==> src/rtl/tdc_thermo_encoder.sv <==
// tdc_thermo_encoder
//   Samples the TDC carry-chain tap bus every clock, removes single-tap bubbles,
//   detects a new hit on the rising edge of tap 0 and converts the thermometer
//   code into a binary fine time. The fine time is paired with a free-running
//   coarse counter and held in a single-entry valid/ready output register.
//
// Ports
//   clk        sampling clock
//   rst        synchronous active-high reset
//   taps       delay-line CO bus (asynchronous to clk), tap 0 = first stage
//   enable     coarse counter runs and hits are accepted while high
//   ts_valid   output register holds an unread timestamp
//   ts_ready   consumer takes the timestamp when ts_valid & ts_ready
//   ts_fine    number of '1' taps in the corrected code (larger = earlier hit)
//   ts_coarse  coarse count at the edge that first sampled the hit
//   ts_sat     every tap was '1' in the hit sample
//   lost_cnt   hits dropped under back-pressure, saturating at 255
module tdc_thermo_encoder #(
    parameter int NTAPS    = 200,
    parameter int FINE_W   = 8,
    parameter int COARSE_W = 24
) (
    input  logic                clk,
    input  logic                rst,
    input  logic [NTAPS-1:0]    taps,
    input  logic                enable,
    output logic                ts_valid,
    input  logic                ts_ready,
    output logic [FINE_W-1:0]   ts_fine,
    output logic [COARSE_W-1:0] ts_coarse,
    output logic                ts_sat,
    output logic [7:0]          lost_cnt
);

    logic [COARSE_W-1:0] coarse;
    logic [NTAPS-1:0]    s1, s2, c, c3;
    logic [COARSE_W-1:0] k1, k2, k3, k4;
    logic [1:0]          vld_pipe;
    logic                prev_c0, hit3, hit4, sat4;
    logic [FINE_W-1:0]   fine4, pop;

    // 3-tap majority vote removes isolated bubbles; the end taps have only
    // one neighbour and pass straight through.
    always_comb begin
        c = s2;
        for (int i = 1; i < NTAPS - 1; i++)
            c[i] = (s2[i-1] & s2[i]) | (s2[i] & s2[i+1]) | (s2[i-1] & s2[i+1]);
    end

    always_comb begin
        pop = '0;
        for (int i = 0; i < NTAPS; i++)
            pop = pop + FINE_W'(c3[i]);
    end

    always_ff @(posedge clk) begin
        if (rst) begin
            coarse   <= '0;
            s1       <= '0;
            s2       <= '0;
            k1       <= '0;
            k2       <= '0;
            vld_pipe <= '0;
            c3       <= '0;
            hit3     <= 1'b0;
            prev_c0  <= 1'b1;
            k3       <= '0;
            fine4    <= '0;
            sat4     <= 1'b0;
            hit4     <= 1'b0;
            k4       <= '0;
        end else begin
            if (enable)
                coarse <= coarse + 1'b1;

            s1       <= taps;
            k1       <= coarse;
            s2       <= s1;
            k2       <= k1;
            vld_pipe <= {vld_pipe[0], 1'b1};

            // Edge detection only looks at s2 once it holds a real sample:
            // the zeros left in s1/s2 by reset would otherwise look like a
            // falling edge and a line held high through reset would be
            // reported as a hit.
            c3 <= c;
            k3 <= k2;
            if (vld_pipe[1]) begin
                hit3    <= enable & c[0] & ~prev_c0;
                prev_c0 <= c[0];
            end else begin
                hit3    <= 1'b0;
            end

            fine4 <= pop;
            sat4  <= &c3;
            hit4  <= hit3;
            k4    <= k3;
        end
    end

    // Single-entry output register. A held entry is never overwritten: a hit
    // arriving while the consumer stalls is dropped and counted instead.
    always_ff @(posedge clk) begin
        if (rst) begin
            ts_valid  <= 1'b0;
            ts_fine   <= '0;
            ts_coarse <= '0;
            ts_sat    <= 1'b0;
            lost_cnt  <= '0;
        end else if (ts_valid && !ts_ready) begin
            if (hit4 && lost_cnt != 8'hFF)
                lost_cnt <= lost_cnt + 8'd1;
        end else if (hit4) begin
            ts_valid  <= 1'b1;
            ts_fine   <= fine4;
            ts_coarse <= k4;
            ts_sat    <= sat4;
        end else if (ts_ready) begin
            ts_valid <= 1'b0;
        end
    end

endmodule

==> config.mk <==
export PLATFORM = sky130hd
export DESIGN_NAME = tdc_thermo_encoder
export DESIGN_NICKNAME = d
export VERILOG_FILES = /design/src/rtl/tdc_thermo_encoder.sv
export SDC_FILE = /design/constraint.sdc
export NUM_CORES = 1
export LEC_CHECK = 0
export ABC_AREA = 1
export CORE_MARGIN = 2
export CORE_UTILIZATION = 30
export DETAILED_ROUTE_END_ITERATION = 10
export PLACE_DENSITY = 0.56
export RECOVER_POWER = 25
export SLEW_MARGIN = 25
export SYNTH_ARGS = -nofsm -noshare
export SYNTH_HDL_FRONTEND = slang
export SYNTH_SLANG_ARGS = --single-unit
==> constraint.sdc <==
create_clock -name clk -period 16.7 [get_ports clk]
set_clock_uncertainty 0.2 [all_clocks]
set_input_delay 4.175 -clock clk [delete_from_list [all_inputs] [get_ports clk]]
set_output_delay 4.175 -clock clk [all_outputs]
set_load 0.01 [all_outputs]
==> results of run 1 <==
==> cells by family after synthesis <==
group           after synthesis  synth area share, %
flops                       776                52.65
fa+ha+maj                   222                14.15
simple gates               1123                14.83
compound gates              375                6.395
buf+inv                     902                11.83
xor+xnor                      5               0.1484
==> routing by layer <==
metal | track usage [%] | up-vias
met5 | 0 | -
met1 | 17.20 | 9199
li1 | - | 10440
met4 | 4.466 | 0
met3 | 2.656 | 113
met2 | 24.20 | 309
==> metrics by stage <==
stage               util [%]  instances
finish                 36.70       5009
global route           36.70       5009
CTS                    36.72       5009
detailed placement     33.91       4861
global placement       33.91       4861
floorplan                  -       3403
==> Yosys cell counts <==
cell / count / area share [%]
dfxtp_1: 776 / 53
a21oi_1: 226 / 3.8
o21ai_0: 145 / 2.5
nor3_2: 2 / 0.068
or2_2: 1 / 0.021
fa_1: 186 / 13
o211ai_1: 1 / 0.025
inv_2: 4 / 0.051
nand3b_1: 1 / 0.025
nand2_1: 194 / 2.5
nand3_2: 2 / 0.068
nor2_4: 3 / 0.11
xor2_1: 5 / 0.15
nand3b_4: 1 / 0.068
nor2_1: 868 / 11
inv_1: 815 / 10
ha_1: 36 / 1.5
o21bai_1: 1 / 0.025
buf_6: 2 / 0.076
buf_2: 66 / 1.1
o21a_1: 2 / 0.051
nor3_1: 15 / 0.25
nand4_1: 14 / 0.30
clkbuf_1: 13 / 0.17
buf_4: 1 / 0.025
nor4_1: 1 / 0.021
nor2_2: 5 / 0.11
nand3_1: 14 / 0.24
inv_4: 1 / 0.021
nand2_2: 2 / 0.042
==> report_power, final <==
group          internal [uW]  switching [uW]
Combinational            159             193
Sequential              1910            35.4
Clock                   1080             738
==> worst min path at each step <==
stage,start,to,slack (ns)
floorplan,hit3,hit4,0.19
CTS,k1[7],k2[7],0.20
global route,s1[195],s2[195],0.21
detailed placement,k3[5],k4[5],0.19
global placement,vld_pipe[0],vld_pipe[1],0.19
finish,s1[192],s2[192],0.19
==> registers in the layout (all words and copies together), names as in the netlist, 8 cells and up <==
register,flops
fine4,8
s1,200
lost_cnt,8
coarse,24
c3,200
ts_coarse,24
k1,24
ts_fine,8
k2,24
s2,200
k3,24
k4,24
==> critical path, cell delays in order <==
cell and delay [ns]:
buf_8 0.47, clkbuf_1 1.85, buf_4 0.91, buf_4 0.85, nor2_1 0.14
==> cell type report <==
class	instances	area, sq um	share of cell area (%)
inverters	820	3084	8.576
clock buffers	124	2505	6.965
flip-flops and latches	776	15530	43.20
repair buffers	253	2510	6.979
multi-input cells	1725	10470	29.12
clock inverters	24	247.7	0.6889
well taps	1287	1610	4.478
==> flow_metrics.py, run 1 <==
metrics = {
    "placed_design": {
        "place_area_sq_um": 33230,
        "gp_congestion": 0.8674,
        "place.port_buffers": 245,
        "hpwl_microns": 52760,
        "place_ws_ns": 8.962,
    },
    "cts": {
        "cts_setup_buffers": 0,
        "clkSinkCount": 776,
        "path_clk_slew_ns": 0.06,
        "cts.path.max_buffers": 3,
        "cts_inserted_buffers": 84,
        "cts_hold_buf": 0,
        "cts-root-buf": "clkbuf_16",
        "cts_resized": 0,
        "clkLatencyLatePin_ns": 0.65,
        "htreeDepth": 3,
        "cts_tree": "done",
    },
    "yosys": {
        "syn-num-nets": 3829,
        "syn-cell-area_sq_um": 29510,
        "synth_seq_cells": 776,
        "ys_seq_area_share_pct": 52.65,
        "synth_cell_types": 30,
        "synth_cells": 3403,
        "synth_warnings": 0,
        "synth.avg_cell_area_sq_um": 8.671,
    },
    "global_route": {
        "grt_max_degree": 128,
        "grt_pass1_wl_microns": 108600,
        "first_global_vias": 20150,
        "grtUsageTotal_pct": 13.87,
        "grt-ovfl-total": 0,
        "antenna_found_initial": 0,
    },
    "timing": {
        "timing.fmax_mhz": 118.2,
        "layout_min_cycle_time_ns": 8.458,
        "hold_viol_final": 0,
        "rsz0062_at_grt": "no",
        "drv_slew": 111,
        "setup_violations": 0,
        "worst_slew_pin_slew_ns": 2.508,
        "fin_hold_ws_ns": 0.1940,
        "period_share_pct": 50.65,
        "slew_headroom_pct": -67.23,
        "setup_tns_ns": 0,
        "worst_slack_ns": 8.242,
    },
    "worst_setup_path": {
        "crit_arrival_ns": 8.73,
        "cp-end-kind": "register",
        "worstReg2RegEnd": "fine4[4]",
        "cp-endpoint": "s1[121]",
        "critical_path_class": "input port to register",
        "cp.required_ns": 16.97,
        "timing.critical_path.fanout_max": 127,
        "cp-start-kind": "input port",
        "critPathLaunch": "rst",
        "r2r_cells": 24,
        "reg2reg_from": "c3[149]",
        "reg2reg_setup_slack_ns": 9.05,
    },
    "routing": {
        "highest_layer": "met4",
        "route.met2.wl_microns": 33100,
        "drc": 0,
        "ant_nets": 0,
        "drt_iter0_drc": 950,
        "wl_met1_microns": 31040,
        "drtPass1Iterations": 5,
        "routed_via_density": 4.004,
        "routed_wl_microns": 68560,
        "num_vias": 20060,
        "wire_per_inst_microns": 13.69,
        "wl_met3_microns": 2562,
    },
    "floorplan": {
        "die_h_microns": 317.6,
        "die_x_microns": 317.6,
        "core-area_sq_um": 97990,
        "initial_utilization_pct": 30.11,
        "rows": 115,
        "num_io_pins": 246,
        "die-area_sq_um": 100900,
    },
    "cells_and_area": {
        "nFillCells": 10110,
        "final_nets": 4086,
        "mostFrequentLayoutCell": "nor2_1",
        "n_antenna_cell": 0,
        "final_area_sq_um": 35960,
        "final_cell_mix": "nor2_1 (869), inv_1 (815), dfxtp_1 (776)",
        "drive_above_1_share_pct": 4.218,
        "area_delta_synth_final_pct": 21.89,
    },
    "flow_run": {
        "maxCapViolCount": 2,
    },
    "pwr": {
        "power_uw": 4120,
        "p_leak_uw": 0.01540,
        "vdd_drop_max_mv": 0.06738,
        "p_per_area_nw_per_um2": 114.6,
    },
    "run_status": {
        "status": "finished with violations",
        "violations": "max-capacitance violations, max-slew violations",
    },
    "worst_hold_path": {
        "hold_path_class": "register to register",
        "hold_depth": 2,
    },
}
No activity file was read; power rests on OpenSTA's default activity.
==> run 2, diff against run 1 <==
Settings changed: PLACE_DENSITY 0.56 to 0.57.
Clock period 16.7 ns to 7.7 ns, I/O delays scaled along.
==> run 2 against run 1 <==
Effect of this change:
- the flow now finishes without violations
- setup slack got worse by 8.0 ns
- count of clock-buffer cells in the layout down 5
- core utilization up 0.15 points
- sequential cell count stayed put
- critical endpoint is now fine4[6]
==> flow_metrics.py, run 2 (synthesis results as in run 1) <==
metrics = {
    "cells_and_area": {
        "area_delta_synth_final_pct": 22.40,
        "mostFrequentLayoutCell": "nor2_1",
        "multi_input_area_sq_um": 10500,
        "top_regs": "c3 (200), s1 (200), s2 (200)",
        "final_cell_mix": "nor2_1 (869), inv_1 (814), dfxtp_1 (776)",
        "regArea_sq_um": 15530,
        "drive_above_1_share_pct": 4.773,
        "final_nets": 4087,
        "n_antenna_cell": 0,
        "nFillCells": 10010,
        "utilization_pct": 36.86,
    },
    "placed_design": {
        "hpwl_microns": 52620,
        "place.port_buffers": 245,
        "gp_congestion": 0.8792,
    },
    "floorplan": {
        "die-area_sq_um": 100900,
        "core-area_sq_um": 97990,
        "die_h_microns": 317.6,
        "num_io_pins": 246,
        "initial_utilization_pct": 30.11,
        "rows": 115,
        "die_x_microns": 317.6,
    },
    "global_route": {
        "grtUsageTotal_pct": 13.98,
        "grt_max_degree": 135,
        "grt-ovfl-total": 0,
        "antenna_found_initial": 1,
        "first_global_vias": 20230,
        "grt_pass1_wl_microns": 109100,
    },
    "worst_setup_path": {
        "cp-start-kind": "register",
        "cp-endpoint": "fine4[6]",
        "worstReg2RegEnd": "fine4[6]",
        "critical_path.slowest_cell": "fa_1",
        "crit_arrival_ns": 7.77,
        "path_common_cell": "fa_1",
        "cp.required_ns": 8.04,
        "reg2reg_from": "c3[185]",
        "reg2reg_setup_slack_ns": 0.27,
        "r2r_cells": 24,
        "critical_path_class": "register to register",
        "max_stage_delay_ns": 0.55,
        "crit_family": "adder cells",
        "worst-path-stages": 24,
        "cp-end-kind": "register",
        "critPathLaunch": "c3[185]",
        "timing.critical_path.fanout_max": 5,
        "path_buf_inv": 6,
        "crit_chain": "inv_1 -> fa_1 -> fa_1 -> fa_1 -> inv_1 -> fa_1 -> fa_1 -> fa_1 -> inv_1 -> fa_1 -> inv_1 -> fa_1 -> fa_1 -> fa_1 -> inv_1 -> fa_1 -> inv_1 -> ha_2 -> a21oi_1 -> nand2_1 -> a21oi_2 -> nand2_1 -> nand2_1 -> nor2_1",
    },
    "routing": {
        "ant_nets": 0,
        "routed_wl_microns": 68440,
        "routed_via_density": 3.976,
        "drt_iter0_drc": 796,
        "drtPass1Iterations": 5,
        "num_vias": 19950,
        "wire_per_inst_microns": 13.64,
        "drc": 0,
    },
    "cts": {
        "clkSinkCount": 776,
        "cts-root-buf": "clkbuf_16",
        "path_clk_slew_ns": 0.06,
        "cts_tree": "done",
        "clkLatencyLatePin_ns": 0.65,
        "cts.path.max_buffers": 3,
        "htreeDepth": 3,
        "cts_inserted_buffers": 85,
    },
    "timing": {
        "worst_slew_pin_slew_ns": 0.9380,
        "slew_headroom_pct": 37.47,
        "drv_slew": 0,
        "setup_violations": 0,
        "rsz0062_at_grt": "yes",
        "period_share_pct": 96.51,
        "timing.fmax_mhz": 134.6,
        "layout_min_cycle_time_ns": 7.431,
        "hold_viol_final": 0,
    },
    "pwr": {
        "vdd_drop_max_mv": 0.1452,
        "p_leak_uw": 0.01546,
        "p_per_area_nw_per_um2": 251.9,
        "power_uw": 9099,
    },
    "worst_hold_path": {
        "hold_path_class": "register to register",
    },
    "run_status": {
        "status": "finished, final reports clean",
    },
    "flow_run": {
        "maxCapViolCount": 0,
    },
}
run 2: area by class of cell:
class	instances	area share, %
multi-input cells	1725	29.06
inverters	820	8.530
repair buffers	253	6.981
clock inverters	36	1.185
well taps	1287	4.459
flip-flops and latches	776	43.02
clock buffers	119	6.770
run 2: how the worst min path moves through the flow:
| stage | from | endpoint | cells past startpoint |
|---|---|---|---|
| floorplan | hit3 | hit4 | 2 |
| global placement | k2[3] | k3[3] | 2 |
| detailed placement | k3[10] | k4[10] | 2 |
| CTS | vld_pipe[0] | vld_pipe[1] | 2 |
| global route | k2[2] | k3[2] | 2 |
| finish | vld_pipe[0] | vld_pipe[1] | 2 |
run 2: timing repair:
action                                  CTS  global route
gates resized for setup                   0             9
endpoints found under the setup margin    0             5
hold endpoints to repair                  0             0
hold buffers                              0             0
buffers inserted                          0             0
run 2: per-layer routing:
metal	vias to the layer above	GRT usage, %	routed length (microns)
li1	10440	-	-
met1	9089	17.02	30530
met2	306	24.30	32940
met3	108	2.898	2803
met4	2	5.122	2160
met5	-	0	7
run 2: through the flow:
step | area (sq um) | instances | hold slack, ns | setup TNS [ns] | worst slack (ns)
after floorplan | 29510 | 3403 | 0.1883 | 0 | 0.4571
after global placement | 33230 | 4861 | 0.1884 | 0 | 0.1347
after detailed placement | 33230 | 4861 | 0.1917 | 0 | 0.1477
after CTS | 36100 | 5016 | 0.1778 | 0 | 0.1462
after global routing | 36110 | 5016 | 0.2030 | -0.06539 | -0.06029
final | 36110 | 5016 | 0.1802 | 0 | 0.2689
run 2: report_power, final:
group          internal, uW  leakage, uW  switching (uW)
Clock                  2440      0.00141            1660
Sequential             4140      0.00634            76.6
Combinational           356      0.00771             429
run 2: worst register-to-register path, stage by stage, from the launching register on:
cell and delay, ns:
dfxtp_1 0.33, inv_1 0.06, fa_1 0.51, fa_1 0.43
fa_1 0.54, inv_1 0.06, fa_1 0.46, fa_1 0.46
fa_1 0.55, inv_1 0.06, fa_1 0.53, inv_1 0.05
fa_1 0.52, fa_1 0.45, fa_1 0.55, inv_1 0.05
fa_1 0.53, inv_1 0.05, ha_2 0.31, a21oi_1 0.16
nand2_1 0.11, a21oi_2 0.15, nand2_1 0.06, nand2_1 0.05
nor2_1 0.06
